`config.mk`:
```
export PLATFORM = sky130hd
export DESIGN_NAME = invaders_grid_flat
export DESIGN_NICKNAME = d
export VERILOG_FILES = /design/src/rtl/invaders_pkg.sv /design/src/rtl/invaders_grid_if.sv /design/src/rtl/invaders_step_timer.sv /design/src/rtl/invaders_grid.sv /design/src/flat_wrapper.sv
export SDC_FILE = /design/constraint.sdc
export NUM_CORES = 1
export LEC_CHECK = 0
export CORE_MARGIN = 2
export CORE_UTILIZATION = 45
export DETAILED_ROUTE_END_ITERATION = 10
export GPL_TIMING_DRIVEN = 0
export PLACE_DENSITY = 0.67
export SYNTH_ARGS = -nofsm -noshare
export SYNTH_HDL_FRONTEND = slang
export SYNTH_HIERARCHICAL = 1
export SYNTH_SLANG_ARGS = --single-unit
```
`constraint.sdc`:
```
create_clock -name i_clk_36MHz -period 4.9 [get_ports i_clk_36MHz]
set_clock_uncertainty 0.1 [all_clocks]
set_input_delay 0.735 -clock i_clk_36MHz [delete_from_list [all_inputs] [get_ports i_clk_36MHz]]
set_output_delay 0.735 -clock i_clk_36MHz [all_outputs]
set_load 0.05 [all_outputs]
```
`src/rtl/invaders_pkg.sv`:
```
// Shared constants and types for the invaders formation grid.
package invaders_pkg;

    localparam logic LEFT  = 1'b0;
    localparam logic RIGHT = 1'b1;

    typedef enum logic [1:0] {
        MARCH,
        LANDED,
        CLEARED
    } state_t;

    localparam int PERIOD_W            = 20;
    localparam int DEFAULT_BASE_PERIOD = 100000;
    localparam int DEFAULT_MIN_PERIOD  = 20000;
    localparam int DEFAULT_STEP_DEC    = 2500;

    // Step period after 'killed' invaders are gone, floored at floor_p; wide math so nothing wraps.
    function automatic logic [PERIOD_W-1:0] calc_period(
        input int unsigned base,
        input int unsigned floor_p,
        input int unsigned dec,
        input int unsigned killed
    );
        longint unsigned cut;
        cut = 64'(dec) * 64'(killed);
        if (cut + 64'(floor_p) >= 64'(base)) return PERIOD_W'(floor_p);
        return PERIOD_W'(64'(base) - cut);
    endfunction

endpackage

```
`src/rtl/invaders_grid_if.sv`:
```
// Bullet input and formation status bundle between the game core and the grid.
interface invaders_grid_if #(
    parameter int COLS = 20,
    parameter int ROWS = 3
);
    localparam int CW = $clog2(COLS);
    localparam int AW = $clog2(ROWS*COLS+1);

    logic                 i_bullet_valid;
    logic [CW-1:0]        i_bullet_x;
    logic [3:0]           i_bullet_y;
    logic                 o_hit;
    logic [1:0]           o_hit_row;
    logic [ROWS*COLS-1:0] o_invaders_array;
    logic [3:0]           o_top_row;
    logic [AW-1:0]        o_alive_count;
    logic                 o_landed;
    logic                 o_cleared;

    modport master (
        output i_bullet_valid, i_bullet_x, i_bullet_y,
        input  o_hit, o_hit_row, o_invaders_array, o_top_row, o_alive_count, o_landed, o_cleared
    );

    modport slave (
        input  i_bullet_valid, i_bullet_x, i_bullet_y,
        output o_hit, o_hit_row, o_invaders_array, o_top_row, o_alive_count, o_landed, o_cleared
    );

endinterface

```
`src/rtl/invaders_step_timer.sv`:
```
// Free-running step timer: one-cycle tick every i_period clocks.
module invaders_step_timer
    import invaders_pkg::*;
(
    input  logic                i_clk_36MHz,
    input  logic                i_reset,
    input  logic [PERIOD_W-1:0] i_period,
    output logic                o_tick
);

    logic [PERIOD_W-1:0] count_q = '0;

    // >= so a period that shrinks below the running count fires straight away
    assign o_tick = ({1'b0, count_q} + 21'd1) >= {1'b0, i_period};

    always_ff @(posedge i_clk_36MHz) begin
        if (i_reset || o_tick) count_q <= '0;
        else                   count_q <= count_q + 1'b1;
    end

endmodule

```
`src/rtl/invaders_grid.sv`:
```
// Invader formation: hit detection, marching, descent and game-end flags.
// Define INVADERS_SPEEDUP_EN to shorten the step period as invaders are killed.
module invaders_grid
    import invaders_pkg::*;
#(
    parameter int COLS        = 20,
    parameter int ROWS        = 3,
    parameter int INIT_WIDTH  = 9,
    parameter int LAST_ROW    = 14,
    parameter int BASE_PERIOD = DEFAULT_BASE_PERIOD,
    parameter int MIN_PERIOD  = DEFAULT_MIN_PERIOD,
    parameter int STEP_DEC    = DEFAULT_STEP_DEC
) (
    input  logic           i_clk_36MHz,
    input  logic           i_reset,
    invaders_grid_if.slave bus
);

    localparam int AW         = $clog2(ROWS*COLS+1);
    localparam int INIT_ALIVE = ROWS*INIT_WIDTH;
    localparam logic [COLS-1:0] INIT_ROW = COLS'((64'd1 << INIT_WIDTH) - 64'd1);

    if (COLS < 4 || ROWS < 1 || ROWS > 4 || INIT_WIDTH > COLS ||
        MIN_PERIOD > BASE_PERIOD || STEP_DEC < 0) begin : g_bad_cfg
        $error("invaders_grid: unsupported parameter set");
    end

    logic [ROWS-1:0][COLS-1:0] grid_q = {ROWS{INIT_ROW}};
    logic [3:0]                top_q = 4'd1;
    logic                      dir_q = LEFT;
    state_t                    state_q = MARCH;
    logic                      pend_q = 1'b0;
    logic                      hit_q = 1'b0;
    logic [1:0]                hit_row_q = 2'd0;
    logic [AW-1:0]             alive_q = AW'(INIT_ALIVE);
    logic                      landed_q = 1'b0;
    logic                      cleared_q = 1'b0;

    logic [ROWS-1:0][COLS-1:0] grid_d;
    logic [3:0]                top_d;
    logic                      dir_d;
    state_t                    state_d;
    logic                      pend_d;
    logic                      hit_d;
    logic [1:0]                hit_row_d;
    logic [AW-1:0]             alive_d;
    logic                      landed_d;
    logic                      cleared_d;

    logic [PERIOD_W-1:0]       period;
    logic                      tick;
    logic                      bullet_ok;
    logic [ROWS-1:0]           row_hit;
    logic                      at_edge;
    int                        low_idx;
    int                        land_row;

`ifdef INVADERS_SPEEDUP_EN
    assign period = calc_period(BASE_PERIOD, MIN_PERIOD, STEP_DEC, INIT_ALIVE - int'(alive_q));
`else
    assign period = PERIOD_W'(BASE_PERIOD);
`endif

    invaders_step_timer u_timer (
        .i_clk_36MHz (i_clk_36MHz),
        .i_reset     (i_reset),
        .i_period    (period),
        .o_tick      (tick)
    );

    assign bullet_ok = bus.i_bullet_valid && (int'(bus.i_bullet_x) < COLS);

    // Five-bit compare so rows below field row 15 never alias onto the top rows
    for (genvar r = 0; r < ROWS; r++) begin : g_row
        assign row_hit[r] = bullet_ok && ({1'b0, bus.i_bullet_y} == {1'b0, top_q} + 5'(r)) &&
                            grid_q[r][bus.i_bullet_x];
    end

    always_comb begin
        at_edge = 1'b0;
        for (int r = 0; r < ROWS; r++)
            at_edge |= (dir_q == LEFT) ? grid_q[r][COLS-1] : grid_q[r][0];
    end

    always_comb begin
        grid_d    = grid_q;
        top_d     = top_q;
        dir_d     = dir_q;
        state_d   = state_q;
        pend_d    = pend_q;
        hit_d     = 1'b0;
        hit_row_d = hit_row_q;
        alive_d   = alive_q;
        landed_d  = landed_q;
        cleared_d = cleared_q;
        low_idx   = 0;
        land_row  = 0;
        for (int r = 0; r < ROWS; r++)
            if (|grid_q[r]) low_idx = r;

        case (state_q)
            MARCH: begin
                if (alive_q == '0) begin
                    state_d   = CLEARED;
                    cleared_d = 1'b1;
                    pend_d    = 1'b0;
                end else if (|row_hit) begin
                    // A tick landing on a hit cycle waits one cycle instead of being lost
                    hit_d   = 1'b1;
                    alive_d = alive_q - AW'(1);
                    pend_d  = pend_q | tick;
                    for (int r = 0; r < ROWS; r++) begin
                        if (row_hit[r]) begin
                            grid_d[r][bus.i_bullet_x] = 1'b0;
                            hit_row_d = 2'(r);
                        end
                    end
                end else if (tick || pend_q) begin
                    pend_d = 1'b0;
                    if (at_edge) begin
                        top_d    = (top_q == 4'hF) ? top_q : top_q + 4'd1;
                        dir_d    = ~dir_q;
                        land_row = int'(top_d) + low_idx;
                        if (land_row >= LAST_ROW) begin
                            state_d  = LANDED;
                            landed_d = 1'b1;
                        end
                    end else begin
                        for (int r = 0; r < ROWS; r++)
                            grid_d[r] = (dir_q == LEFT) ? (grid_q[r] << 1) : (grid_q[r] >> 1);
                    end
                end
            end
            default: ;
        endcase
    end

    always_ff @(posedge i_clk_36MHz) begin
        if (i_reset) begin
            grid_q    <= {ROWS{INIT_ROW}};
            top_q     <= 4'd1;
            dir_q     <= LEFT;
            state_q   <= MARCH;
            pend_q    <= 1'b0;
            hit_q     <= 1'b0;
            hit_row_q <= 2'd0;
            alive_q   <= AW'(INIT_ALIVE);
            landed_q  <= 1'b0;
            cleared_q <= 1'b0;
        end else begin
            grid_q    <= grid_d;
            top_q     <= top_d;
            dir_q     <= dir_d;
            state_q   <= state_d;
            pend_q    <= pend_d;
            hit_q     <= hit_d;
            hit_row_q <= hit_row_d;
            alive_q   <= alive_d;
            landed_q  <= landed_d;
            cleared_q <= cleared_d;
        end
    end

    assign bus.o_invaders_array = grid_q;
    assign bus.o_top_row        = top_q;
    assign bus.o_alive_count    = alive_q;
    assign bus.o_hit            = hit_q;
    assign bus.o_hit_row        = hit_row_q;
    assign bus.o_landed         = landed_q;
    assign bus.o_cleared        = cleared_q;

endmodule
```
`src/flat_wrapper.sv`:
```
// flat-port wrapper written by rule: the top's interface ports become plain ports
module invaders_grid_flat import invaders_pkg::*;
#(
    parameter int COLS        = 20,
    parameter int ROWS        = 3,
    parameter int INIT_WIDTH  = 9,
    parameter int LAST_ROW    = 14,
    parameter int BASE_PERIOD = DEFAULT_BASE_PERIOD,
    parameter int MIN_PERIOD  = DEFAULT_MIN_PERIOD,
    parameter int STEP_DEC    = DEFAULT_STEP_DEC
)
  (i_clk_36MHz, i_reset, bus_i_bullet_valid, bus_i_bullet_x, bus_i_bullet_y, bus_o_hit, bus_o_hit_row, bus_o_invaders_array, bus_o_top_row, bus_o_alive_count, bus_o_landed, bus_o_cleared);
  invaders_grid_if #(.COLS(COLS), .ROWS(ROWS)) bus_i ();
  input  logic i_clk_36MHz;
  input  logic i_reset;
  input wire logic [$bits(bus_i.i_bullet_valid)-1:0] bus_i_bullet_valid;
  input wire logic [$bits(bus_i.i_bullet_x)-1:0] bus_i_bullet_x;
  input wire logic [$bits(bus_i.i_bullet_y)-1:0] bus_i_bullet_y;
  output wire logic [$bits(bus_i.o_hit)-1:0] bus_o_hit;
  output wire logic [$bits(bus_i.o_hit_row)-1:0] bus_o_hit_row;
  output wire logic [$bits(bus_i.o_invaders_array)-1:0] bus_o_invaders_array;
  output wire logic [$bits(bus_i.o_top_row)-1:0] bus_o_top_row;
  output wire logic [$bits(bus_i.o_alive_count)-1:0] bus_o_alive_count;
  output wire logic [$bits(bus_i.o_landed)-1:0] bus_o_landed;
  output wire logic [$bits(bus_i.o_cleared)-1:0] bus_o_cleared;
  assign bus_i.i_bullet_valid = bus_i_bullet_valid;
  assign bus_i.i_bullet_x = bus_i_bullet_x;
  assign bus_i.i_bullet_y = bus_i_bullet_y;
  assign bus_o_hit = bus_i.o_hit;
  assign bus_o_hit_row = bus_i.o_hit_row;
  assign bus_o_invaders_array = bus_i.o_invaders_array;
  assign bus_o_top_row = bus_i.o_top_row;
  assign bus_o_alive_count = bus_i.o_alive_count;
  assign bus_o_landed = bus_i.o_landed;
  assign bus_o_cleared = bus_i.o_cleared;
  invaders_grid #(.COLS(COLS), .ROWS(ROWS), .INIT_WIDTH(INIT_WIDTH), .LAST_ROW(LAST_ROW), .BASE_PERIOD(BASE_PERIOD), .MIN_PERIOD(MIN_PERIOD), .STEP_DEC(STEP_DEC)) u_core (.i_clk_36MHz(i_clk_36MHz), .i_reset(i_reset), .bus(bus_i));
endmodule
```
Word-level counts from Yosys, hierarchy flattened

Index checks and enable logic that the tools add are counted.

Bits of input ports: 12
Register bits after elaboration: 99
Output and inout port bits: 75
Word-level logic and storage cells: 112

Order comparisons: 5
Mux-type cells: 35
Eq/ne operators: 9
Bitwise gates (word level): 11
Reductions and logical operators: 32
Add/sub/neg operators: 7

Operators by type and width:

| operator                                                    | count |
|---|---|
| 2-to-1 mux 60 bit                                           | 3 |
| 2-to-1 mux 20 bit                                           | 6 |
| bitwise AND 20 bit                                          | 3 |
| OR reduction 20 bit                                         | 2 |
| >= comparator 32 x 5 -> 1 bit (second input constant)       | 1 |
| AND reduction 5 bit                                         | 5 |
| adder 20 x 1 -> 21 bit (second input constant)              | 1 |
| >= comparator 21 x 17 -> 1 bit (second input constant)      | 1 |
| adder 20 x 1 -> 20 bit (second input constant)              | 1 |
| NOT 20 bit                                                  | 1 |
| 2-to-1 mux 2 bit                                            | 9 |
| binary-select mux 1 bit (select 5 bit)                      | 3 |
| 2-to-1 mux 1 bit                                            | 12 |
| == test 4 x 5 -> 1 bit                                      | 2 |
| logical AND 1 bit                                           | 8 |
| != test 2 x 1 -> 1 bit (second input constant)              | 4 |
| nonzero test 2 bit                                          | 4 |
| zero test 6 bit                                             | 1 |
| less-than comparator 5 x 6 -> 1 bit (second input constant) | 1 |
| AND reduction 6 bit                                         | 1 |
| nonzero test 3 bit                                          | 2 |
| OR reduction 3 bit                                          | 2 |
| subtractor 6 x 1 -> 6 bit (second input constant)           | 1 |
| adder 4 x 1 -> 5 bit (second input constant)                | 1 |
| other kinds (17)                                            | 24 |

Logic depth before layout (Yosys ltp)

Depth in word-level cells: 10
Gate-level depth with buffers: 18
Gate-level depth less buffers: 16

By module

The synthesis kept the hierarchy.

By module, submodules not included:

| module              | area each (µm²) | instances | cells each | seq. area each (µm²) |
|---|---|---|---|---|
| invaders_grid       | 5360.1          | 1         | 631        | 1581.5 |
| invaders_step_timer | 1485.2          | 1         | 170        | 400.4 |

Worst setup path after synthesis

No wires, ideal clock.

Path kind: register -> register
Start: register u_core.u_timer.count_q[2]
End: register u_core.grid_q (netlist bit u_core/bus.o_invaders_array[28])
Setup time: 0.122 ns
Buffers on the path: 1
Stages on the path, launching flop included: 16
Period minus slack after synthesis: 3.877 ns
Required time: 4.678 ns
Setup slack: 1.023 ns
Arrival: 3.655 ns
Cell sequence: dfxtp_1 nand4_2 or4_4 xnor2_1 ha_1 nand4_1 or4_1 a21boi_0 or3_1 nor2_1 nor2_1 nand2_1 nor4_4 buf_4 a21oi_1 a221o_1

Longest elaborated chain between the ends: 5

Ends and longest elaborated chain:

| item                                 | RTL line                  | RTL |
|---|---|---|
| start, declared                      | invaders_step_timer.sv:11 | `logic [PERIOD_W-1:0] count_q = '0;` |
| start signal, assigned               | invaders_step_timer.sv:18 | `else count_q <= count_q + 1'b1;` |
| adder 20 x 1 -> 21 bit               | invaders_step_timer.sv:14 | `assign o_tick = ({1'b0, count_q} + 21'd1) >= {1'b0, i_period};` |
| >= comparator 21 x 17 -> 1 bit       | invaders_step_timer.sv:14 |  |
| named net u_core.tick                | invaders_grid.sv:51       | `logic tick;` |
| logical OR 1 bit                     | invaders_grid.sv:118      | `end else if (tick \|\| pend_q) begin` |
| nonzero test 2 bit (no source line)  | --                        |  |
| AND reduction 5 bit (no source line) | --                        |  |
| end signal, assigned                 | invaders_grid.sv:140      | `grid_q <= {ROWS{INIT_ROW}};` |
| end signal, assigned                 | invaders_grid.sv:151      | `grid_q <= grid_d;` |
| end, declared                        | invaders_grid.sv:28       | `logic [ROWS-1:0][COLS-1:0] grid_q = {ROWS{INIT_ROW}};` |

The timed path passes the listed nets, and every way through them passes these cells.
A chain may end at the register's enable or synchronous reset.

Worst setup path after layout

Start: register u_core.u_timer.count_q[2]
End: register u_core.grid_q (netlist bit u_core/bus.o_invaders_array[29])

The elaborated chain is that of the path after synthesis.

==> results.py <==
metrics = {
    "synthesis": {
        "synth_common_cells": "dfxtp_1, nand2_1, a21oi_1, inv_1, o21ai_0",
        "syn_avg_cell_area_um2": 8.55,
        "synth_seq_area_share_pct": 29.0,
        "ys_types": 74,
        "synth_edf_count": 0,
        "synthTopCellsByArea": "dfxtp_1, a21oi_1, ha_1",
        "synth_area_um2": 6850,
        "yosysTopAreaCell": "dfxtp_1",
        "ys_ff_latch": 99,
        "synthFlopType": "dfxtp_1",
        "synthCells": 801,
        "async_flop_share_pct": 0,
        "synth.most_common_cell": "dfxtp_1",
        "synth_top_area_share_pct": 29.0,
        "ys.warnings.count": 6,
    },
    "pwr": {
        "peakVddDrop_mv": 0.149,
        "p_leak_uw": 0.00305,
        "p_per_area_nw_per_um2": 203,
    },
    "floorplanning": {
        "core_area_um2": 15000,
        "die_w_um": 127,
        "dieArea_um2": 16200,
        "start_util_pct": 45.5,
        "row_count": 45,
        "io_pins": 87,
        "dieHeight_um": 127,
    },
    "sta": {
        "layout_min_cycle_time_ps": 4500,
        "rsz0062_at_grt": "no",
        "setup_ws_ps": 398,
        "setup_violations": 0,
        "worst_slew_pin_slew_ps": 834,
        "fin_setup_tns_ps": 0,
        "fmaxAchievable_mhz": 222,
        "slew_headroom_pct": 43.9,
        "final-max-slew-violation-count": 0,
        "finalCritPeriodShare_pct": 91.9,
        "final-hold-violation-count": 0,
    },
    "drt": {
        "wl_mm": 21.0,
        "vias": 6594,
        "drtIter0Drc": 751,
        "wl_per_cell_um": 19.0,
        "viasPerCell": 5.96,
        "drc": 0,
        "ant_nets": 0,
        "first_pass_iters": 6,
    },
    "critical_path": {
        "setup.worst_path.start_class": "flop",
        "crit_fanout": 10,
        "arrival_ps": 4680,
        "cp_data_required_time_ps": 5080,
        "rr_worst_depth": 16,
        "crit_type": "flop to flop",
        "crit_path_end_kind": "flop",
    },
    "global_routing": {
        "antenna_found_initial": 0,
        "grt_pass1_wl_mm": 33.4,
        "grtUsageTotal_pct": 26.1,
        "grt_max_degree": 16,
        "first_global_vias": 6129,
        "overflow": 0,
    },
    "clocking": {
        "clockBufferDepth": 2,
        "root_buffer": "clkbuf_16",
        "cts.sinks": 99,
        "cts_made_buffers": 9,
        "cts_tree": "built",
        "clkSlewWorstSetupHoldPaths_ps": 70,
        "cts_max_level": 3,
        "insertion_delay_ps": 360,
    },
    "hold_path": {
        "hold_class": "flop to flop",
        "hold_depth": 2,
    },
    "placed_design": {
        "placed_area_um2": 7980,
        "gp_congestion": 0.960,
        "hpwl_mm": 15.6,
        "port_buffers": 83,
        "dpl_worst_slack_ps": 353,
    },
    "finish": {
        "fill_cells": 1399,
        "final_nets": 953,
        "drive_gt1_share_pct": 12.7,
        "design_area_um2": 8300,
        "area_growth_pct": 21.3,
        "antenna_cells": 0,
    },
    "status": {
        "status": "finished clean",
    },
    "job": {
        "maxCapViolCount": 0,
    },
}
==> critical path, cell delays in order, from the launching register on <==
cell and delay [ps]:
dfxtp_1 430, nand4_2 190, or4_4 590, xnor2_1 150
ha_1 300, nand4_1 160, or4_1 550, a21boi_0 260
or3_1 200, nor2_1 70, nor2_1 260, nand2_1 170
nor4_4 170, buf_4 180, nand2_1 80, clkbuf_1 300
o211ai_1 240
==> state kept, by name, summed over array words and instances, names as in the netlist <==
signal                       count
u_core/bus.o_alive_count         6
u_core/bus.o_cleared             1
u_core/bus.o_hit                 1
u_core/bus.o_hit_row             2
u_core/bus.o_invaders_array     60
u_core/bus.o_landed              1
u_core/bus.o_top_row             4
u_core/dir_q                     1
u_core/pend_q                    1
u_core/state_q                   2
u_core/u_timer/count_q          20
==> power breakdown <==
| group | leakage [uW] | switching, uW | total (uW) | internal, uW |
|---|---|---|---|---|
| Combinational | 0.00210 | 86.7 | 136 | 49.3 |
| Clock | 0.000153 | 316 | 739 | 423 |
| Sequential | 0.000799 | 5.33 | 813 | 808 |
| Total | 0.00305 | 408 | 1690 | 1280 |
==> cells in the final DEF, fill, tap and decap left out, types with 6 or more instances in the layout <==
cell and instances:
a221o_1 9, buf_2 9, nor3_1 13, buf_6 8, inv_1 61, xor2_1 11, ha_1 26, or3_1 13
o32ai_2 9, a211oi_1 10, nand2_1 74, a211oi_2 9, clkbuf_1 22, buf_4 10, and3_1 8, nand3b_1 11
nor3b_1 19, clkdlybuf4s50_1 83, nor2_1 30, nor2b_1 7, nor4_1 12, clkbuf_16 9, o21ai_0 38, o21ai_1 8
o32ai_1 11, mux2i_1 31, dfxtp_1 99, mux2_2 25, xnor2_1 17, nand3_1 28, conb_1 20, mux4_2 8
nand4_1 13, a21oi_1 72, a31oi_1 6
==> logic make-up after synthesis <==
group                      after synthesis  share of synthesized area, %
AOI/OAI and AO/OA                      202                          20.9
xor gates and xnor gates                29                          3.91
adders and majority gates               27                          5.04
buffers and inverters                  115                          8.15
DFF                                     99                          29.0
muxes                                   64                          11.3
other                                    2                         0.110
and+or+nand+nor                        263                          21.7
==> path summary, 6_finish.rpt <==
path         slack (ps)                            startpoint                                      endpoint
max                 400  u_core/u_timer/count_q[2]$_SDFF_PP0_  u_core/bus.o_invaders_array[29]$_SDFFE_PP0P_
min                 340      u_core/bus.o_landed$_SDFFE_PP0P_              u_core/bus.o_landed$_SDFFE_PP0P_
max reg2reg         400  u_core/u_timer/count_q[2]$_SDFF_PP0_  u_core/bus.o_invaders_array[29]$_SDFFE_PP0P_
min reg2reg         340      u_core/bus.o_landed$_SDFFE_PP0P_              u_core/bus.o_landed$_SDFFE_PP0P_
==> routing by layer <==
metal | track usage (%) | routed length [um]
met5 | 0 | 0
met4 | 9.83 | 756
met3 | 5.28 | 1610
met2 | 39.9 | 9190
met1 | 36.3 | 9460
==> through the flow <==
stage          total power [uW]  instances  hold slack (ps)  utilization (%)
3_5_place_dp                964       1090              340             53.1
6_report                   1690       1107              344             55.2
5_1_grt                    1750       1107              367             55.2
4_1_cts                    1700       1106              352             55.1
3_3_place_gp                963       1090              337             53.1
2_1_floorplan               922        819              360                -
==> cell type report <==
type | instances | area (um^2) | area share [%]
multi-input combinational | 605 | 4390 | 52.8
buffer | 54 | 329 | 3.96
sequential | 99 | 1980 | 23.9
inverter | 61 | 229 | 2.76
timing repair buffer | 84 | 838 | 10.1
clock inverter | 4 | 48.8 | 0.588
clock buffer | 12 | 256 | 3.09
tap | 188 | 235 | 2.83
==> timing repair <==
| item | CTS | global route |
|---|---|---|
| endpoints found under the hold margin | 0 | 0 |
| gates resized for setup | 0 | 2 |
| buffers inserted | 0 | 1 |
| hold buffers | 0 | 0 |
| endpoints found under the setup margin | 0 | 59 |
No activity file was read; power rests on OpenSTA's default activity.
